===== src/rtl/mips_pkg.sv =====
// Shared MIPS pipeline definitions: datapath defaults, branch-type encoding
// (also used by the decoder) and the EX/MEM stage state type.
package mips_pkg;

    localparam int unsigned WIDTH_DEF = 32;
    localparam int unsigned REGW_DEF  = 5;

    typedef enum logic [1:0] {
        BrNone = 2'b00,
        BrBeq  = 2'b01,
        BrBne  = 2'b10
    } br_type_e;

    typedef enum logic {
        StRun    = 1'b0,
        StSquash = 1'b1
    } exmem_state_e;

    // Decoder flags are mutually exclusive; beq wins if both are ever set.
    function automatic br_type_e br_type_of(input logic is_beq, input logic is_bne);
        br_type_e t;
        if (is_beq) begin
            t = BrBeq;
        end else if (is_bne) begin
            t = BrBne;
        end else begin
            t = BrNone;
        end
        return t;
    endfunction

endpackage


===== src/rtl/branch_cond.sv =====
// Combinational branch resolution: taken decision from the ALU zero flag and
// the PC-relative target pc4 + (imm << 2), wrapping modulo 2^WIDTH.
module branch_cond
    import mips_pkg::*;
#(
    parameter int unsigned WIDTH = WIDTH_DEF
) (
    input  logic             valid_i,
    input  br_type_e         br_type_i,
    input  logic             zerof_i,
    input  logic [WIDTH-1:0] pc4_i,
    input  logic [WIDTH-1:0] imm_i,
    output logic             taken_o,
    output logic [WIDTH-1:0] target_o
);

    logic cond;

    // The ALU subtracts for branches, so zerof means the operands are equal.
    always_comb begin
        cond = 1'b0;
        case (br_type_i)
            BrBeq:   cond = zerof_i;
            BrBne:   cond = ~zerof_i;
            default: cond = 1'b0;
        endcase
    end

    assign taken_o  = valid_i & cond;
    assign target_o = pc4_i + (imm_i << 2);

endmodule


===== src/rtl/branch_resolve_exmem.sv =====
// EX/MEM pipeline register with beq/bne resolution, registered PC redirect and
// flush, one-cycle wrong-path squash and a saturating taken-branch counter.
module branch_resolve_exmem
    import mips_pkg::*;
#(
    parameter int unsigned WIDTH = WIDTH_DEF,
    parameter int unsigned REGW  = REGW_DEF,
    parameter int unsigned CNT_W = 16
) (
    input  logic             clk,
    input  logic             rst_n,
    input  logic             stall_i,
    input  logic             ex_valid_i,
    input  logic             ex_is_beq_i,
    input  logic             ex_is_bne_i,
    input  logic [WIDTH-1:0] ex_pc4_i,
    input  logic [WIDTH-1:0] ex_imm_i,
    input  logic [WIDTH-1:0] ex_alu_result_i,
    input  logic             ex_zerof_i,
    input  logic [WIDTH-1:0] ex_wdata_i,
    input  logic [REGW-1:0]  ex_rd_i,
    input  logic             ex_regwrite_i,
    input  logic             ex_memread_i,
    input  logic             ex_memwrite_i,
    output logic             mem_valid_o,
    output logic [WIDTH-1:0] mem_alu_result_o,
    output logic [WIDTH-1:0] mem_wdata_o,
    output logic [REGW-1:0]  mem_rd_o,
    output logic             mem_regwrite_o,
    output logic             mem_memread_o,
    output logic             mem_memwrite_o,
    output logic             redirect_o,
    output logic [WIDTH-1:0] target_o,
    output logic             flush_o,
    output logic [CNT_W-1:0] taken_cnt_o
);

    exmem_state_e     state_q;
    logic             taken;
    logic [WIDTH-1:0] target;

    logic             mem_valid_q;
    logic [WIDTH-1:0] mem_alu_result_q;
    logic [WIDTH-1:0] mem_wdata_q;
    logic [REGW-1:0]  mem_rd_q;
    logic             mem_regwrite_q;
    logic             mem_memread_q;
    logic             mem_memwrite_q;
    logic             redirect_q;
    logic [WIDTH-1:0] target_q;
    logic [CNT_W-1:0] cnt_q;

    branch_cond #(
        .WIDTH (WIDTH)
    ) u_branch_cond (
        .valid_i   (ex_valid_i),
        .br_type_i (br_type_of(ex_is_beq_i, ex_is_bne_i)),
        .zerof_i   (ex_zerof_i),
        .pc4_i     (ex_pc4_i),
        .imm_i     (ex_imm_i),
        .taken_o   (taken),
        .target_o  (target)
    );

    // A stall freezes everything, so a pending redirect stays visible to the
    // front end until the memory stage releases the pipeline.
    always_ff @(posedge clk or negedge rst_n) begin
        if (!rst_n) begin
            state_q          <= StRun;
            mem_valid_q      <= 1'b0;
            mem_alu_result_q <= '0;
            mem_wdata_q      <= '0;
            mem_rd_q         <= '0;
            mem_regwrite_q   <= 1'b0;
            mem_memread_q    <= 1'b0;
            mem_memwrite_q   <= 1'b0;
            redirect_q       <= 1'b0;
            target_q         <= '0;
            cnt_q            <= '0;
        end else if (!stall_i) begin
            unique case (state_q)
                StRun: begin
                    mem_valid_q      <= ex_valid_i;
                    mem_alu_result_q <= ex_alu_result_i;
                    mem_wdata_q      <= ex_wdata_i;
                    mem_rd_q         <= ex_rd_i;
                    mem_regwrite_q   <= ex_valid_i & ex_regwrite_i;
                    mem_memread_q    <= ex_valid_i & ex_memread_i;
                    mem_memwrite_q   <= ex_valid_i & ex_memwrite_i;
                    redirect_q       <= taken;
                    if (taken) begin
                        target_q <= target;
                        if (cnt_q != '1) begin
                            cnt_q <= cnt_q + 1'b1;
                        end
                        state_q <= StSquash;
                    end
                end
                StSquash: begin
                    // EX holds the wrong-path instruction: insert a bubble,
                    // leaving the data fields untouched.
                    mem_valid_q    <= 1'b0;
                    mem_regwrite_q <= 1'b0;
                    mem_memread_q  <= 1'b0;
                    mem_memwrite_q <= 1'b0;
                    redirect_q     <= 1'b0;
                    state_q        <= StRun;
                end
                default: state_q <= StRun;
            endcase
        end
    end

    assign mem_valid_o      = mem_valid_q;
    assign mem_alu_result_o = mem_alu_result_q;
    assign mem_wdata_o      = mem_wdata_q;
    assign mem_rd_o         = mem_rd_q;
    assign mem_regwrite_o   = mem_regwrite_q;
    assign mem_memread_o    = mem_memread_q;
    assign mem_memwrite_o   = mem_memwrite_q;
    assign redirect_o       = redirect_q;
    assign flush_o          = redirect_q;
    assign target_o         = target_q;
    assign taken_cnt_o      = cnt_q;

endmodule


===== config.mk =====
export PLATFORM = sky130hd
export DESIGN_NAME = branch_resolve_exmem
export DESIGN_NICKNAME = d
export VERILOG_FILES = /design/src/rtl/mips_pkg.sv /design/src/rtl/branch_cond.sv /design/src/rtl/branch_resolve_exmem.sv
export SDC_FILE = /design/constraint.sdc
export NUM_CORES = 1
export LEC_CHECK = 0
export ABC_AREA = 1
export CAP_MARGIN = 20
export CORE_MARGIN = 2
export CORE_UTILIZATION = 42
export CTS_BUF_LIST = sky130_fd_sc_hd__clkbuf_4 sky130_fd_sc_hd__clkbuf_8
export CTS_CLUSTER_SIZE = 14
export DETAILED_ROUTE_END_ITERATION = 12
export HOLD_SLACK_MARGIN = 0.1
export PLACE_DENSITY = 0.88
export SYNTH_ARGS = -nofsm -noshare
export SYNTH_HDL_FRONTEND = slang
export SYNTH_SLANG_ARGS = --single-unit

===== constraint.sdc =====
create_clock -name clk -period 1.4 [get_ports clk]
set_input_delay 0.14 -clock clk [delete_from_list [all_inputs] [get_ports clk]]
set_output_delay 0.14 -clock clk [all_outputs]
set_load 0.01 [all_outputs]

==> flow_metrics.env <==
export IMPL_synthFlopType="dfrtp_1"
export IMPL_timing_final_crit_share=1.194
export IMPL_cts_made_buffers=17
export IMPL_die_area_um2=17750
export IMPL_synth_top_area_share=0.4353
export IMPL_clockBufferDepth=2
export IMPL_reg2reg_from="taken_cnt_o[1]"
export IMPL_nFillCells=1091
export IMPL_grt_max_degree=61
export IMPL_drive_gt1_frac=0.2802
export IMPL_seqCellArea_um2=3059
export IMPL_syn_area_um2=7013
export IMPL_tightestPinTransition_ns=0.4152
export IMPL_clock_latency_ns=0.43
export IMPL_fin_nets=1542
export IMPL_use_met1=0.3248
export IMPL_synth_largest_area_cell="dfrtp_1"
export IMPL_row_count=47
export IMPL_first_iter_violations=676
export IMPL_grt_pass1_wl_um=38340
export IMPL_use_met2=0.4614
export IMPL_ir_drop_mv=0.8480
export IMPL_syn_to_final_growth_pct=78.97
export IMPL_setup_ws_ns=-0.2715
export IMPL_multi_input_area_um2=4638
export IMPL_crit_type="reg2reg"
export IMPL_rsz0062_at_grt="yes"
export IMPL_min_path_type="in2async"
export IMPL_grt_ovfl_total=0
export IMPL_synthTopCellsByArea="dfrtp_1 (44%), nand2_1 (26%), inv_1 (6.0%)"
export IMPL_synth_sequential_area_ratio=0.4353
export IMPL_critPathRequiredTime_ns=1.70
export IMPL_cts_tree="built"
export IMPL_drv_slew=0
export IMPL_violations="negative setup slack"
export IMPL_critPathCaptureType="flop"
export IMPL_synth_seq_cells=122
export IMPL_port_buffer_count=263
export IMPL_status="finished, violations left"
export IMPL_fin_skew_ns=0.01209
export IMPL_synth_nets=1164
export IMPL_dpl_cell_area_um2=10590
export IMPL_core_area_um2=16470
export IMPL_netlist_instances=990
export IMPL_place_hpwl_um=17310
export IMPL_max_cap_violations=0
export IMPL_cp_max_fo=3
export IMPL_grt_busiest_layer="met2"
export IMPL_finalSetupViolCount=48
export IMPL_startpoint_type="flop"
export IMPL_grt_usage=0.2695
export IMPL_antenna_found_initial=0
export IMPL_fin_crit_ns=1.671
export IMPL_die_w_um=133.2
export IMPL_vias=8644
export IMPL_cts_sinks=122
export IMPL_critPathArrivalTime_ns=1.97
export IMPL_reg2reg_depth=8
export IMPL_grt_pass1_vias=7910
export IMPL_stdcell_count=1601
export IMPL_dp_cells=1533
export IMPL_root_buffer="clkbuf_8"
export IMPL_yosys_warnings=0
export IMPL_leakage_nw=6.673
export IMPL_clkTransAtPathRegs_ns=0.09
export IMPL_fp_dieH_um=133.2
export IMPL_io_pins=266
export IMPL_design_area_um2=12550
export IMPL_diodes=0
export IMPL_max_freq_ghz=0.5983
export IMPL_wl_um=29110
export IMPL_synth_edff_count=0
export IMPL_maxSlewHeadroom=0.7232
export IMPL_drt_wirelength_per_cell_um=18.18
export IMPL_synth_avg_cell_area_um2=7.084
export IMPL_async_reset_ff_frac=1.000
export IMPL_start_util=0.4259
export IMPL_place_gp_congestion=0.9788
export IMPL_total_power_mw=12.93
export IMPL_setup_tns_ns=-3.399
export IMPL_use_met3=0.06849
export IMPL_drcViolationCount=0
export IMPL_p_per_area_nw_per_um2=1030
export IMPL_detail_route_antenna_nets=0
export IMPL_pre_cts_slack_ns=-0.6544
export IMPL_final_hold_viol_count=0
export IMPL_vias_per_cell=5.399
export IMPL_startpoint="taken_cnt_o[1]"
export IMPL_synthDistinctLibCells=34
export IMPL_h_tree_depth=4
export IMPL_drt_first_pass_iters=8
## through the flow
stage          hold slack, ns    util
5_1_grt                0.2004  0.7622
3_5_place_dp           0.1077  0.6432
4_1_cts                0.1781  0.6996
3_3_place_gp           0.1019  0.6432
6_report               0.1855  0.7622
2_1_floorplan         -0.1556       -
## critical path, stage by stage, from the launching register on
cell and delay [ns]:
dfrtp_1 0.38, buf_6 0.11, ha_4 0.13, inv_4 0.04, nor2_4 0.16, nand3_2 0.11, nor3_2 0.24, xnor2_1 0.21
o21ai_1 0.15
## flip-flops by register name (all words and copies together), names as in the netlist
register and count:
taken_cnt_o 16, mem_regwrite_o 1, mem_valid_o 1, mem_memwrite_o 1, mem_alu_result_o 32, mem_memread_o 1
mem_rd_o 5, state_q 1, target_o 32, mem_wdata_o 32
## logic make-up after synthesis
| group | Yosys count | share of synthesized area |
|---|---|---|
| AOI/OAI and AO/OA | 52 | 0.04389 |
| xor gates and xnor gates | 25 | 0.03122 |
| adders and majority gates | 31 | 0.05638 |
| buffers and inverters | 139 | 0.07761 |
| DFF | 122 | 0.4353 |
| and+or+nand+nor | 621 | 0.3556 |
## synth_stat cells, drive strengths merged, types with 2 or more instances
master,n
buf,13
nand3,56
dfrtp,122
nor3,6
inv,115
xnor2,14
o21bai,4
nand2,491
ha,30
nor2,52
nand3b,4
o21ai,18
or2,2
clkbuf,11
nor4,2
a21oi,24
nand4,6
xor2,11
a32o,3
## cell type report
type | instances | share of cell area
Multi-Input combinational cell | 730 | 0.3696
Clock inverter | 14 | 0.01097
Clock buffer | 18 | 0.01974
Tap cell | 220 | 0.02193
Sequential cell | 122 | 0.2437
Inverter | 115 | 0.03649
Timing Repair Buffer | 382 | 0.2976
## final timing paths
| path | endpoint | slack (ns) |
|---|---|---|
| max in group asynchronous | taken_cnt_o[10] | 0.67 |
| max | taken_cnt_o[14] | -0.27 |
| min in group clk | mem_alu_result_o[28] | 0.23 |
| min | mem_alu_result_o[12] | 0.19 |
| min reg2reg | mem_wdata_o[16] | 0.47 |
| max reg2reg | taken_cnt_o[14] | -0.27 |
## cell usage in the layout, fill, tap and decap left out, drive strengths merged, types with 2 or more instances in the layout
| master | n |
|---|---|
| clkinvlp | 3 |
| ha | 30 |
| dlymetal6s2s | 26 |
| a32o | 3 |
| nand3b | 4 |
| nor3 | 6 |
| xor2 | 11 |
| clkbuf | 34 |
| dlygate4sd2 | 129 |
| buf | 114 |
| o21bai | 4 |
| clkdlybuf4s50 | 90 |
| clkinv | 5 |
| o21ai | 18 |
| or2 | 2 |
| nor2 | 52 |
| nand2 | 492 |
| dfrtp | 122 |
| nand3 | 56 |
| clkdlybuf4s15 | 6 |
| nand4 | 6 |
| a21oi | 24 |
| xnor2 | 14 |
| nor4 | 2 |
| inv | 120 |
## power breakdown
part           internal (mW)  switching [mW]  leakage (nW)
sequential              4.16           0.463          1.51
combinational           2.48            2.75          4.98
clock                   1.49            1.58         0.190
total                   8.14            4.80          6.67
## metal layers
layer  share of wire  up-vias
met5               0        -
li1                -     3817
met4           0.068        0
met1            0.36     3998
met3           0.092      217
met2            0.49      612
## what timing repair did
item | CTS | global route
pin swaps | 26 | 88
setup buffers | 14 | 15
hold buffers | 1 | 0
endpoints found under the hold margin | 122 | 0
gates resized for setup | 270 | 218
endpoints found under the setup margin | 155 | 76
cloned | 2 | 9
(Power assumes the default switching activity.)
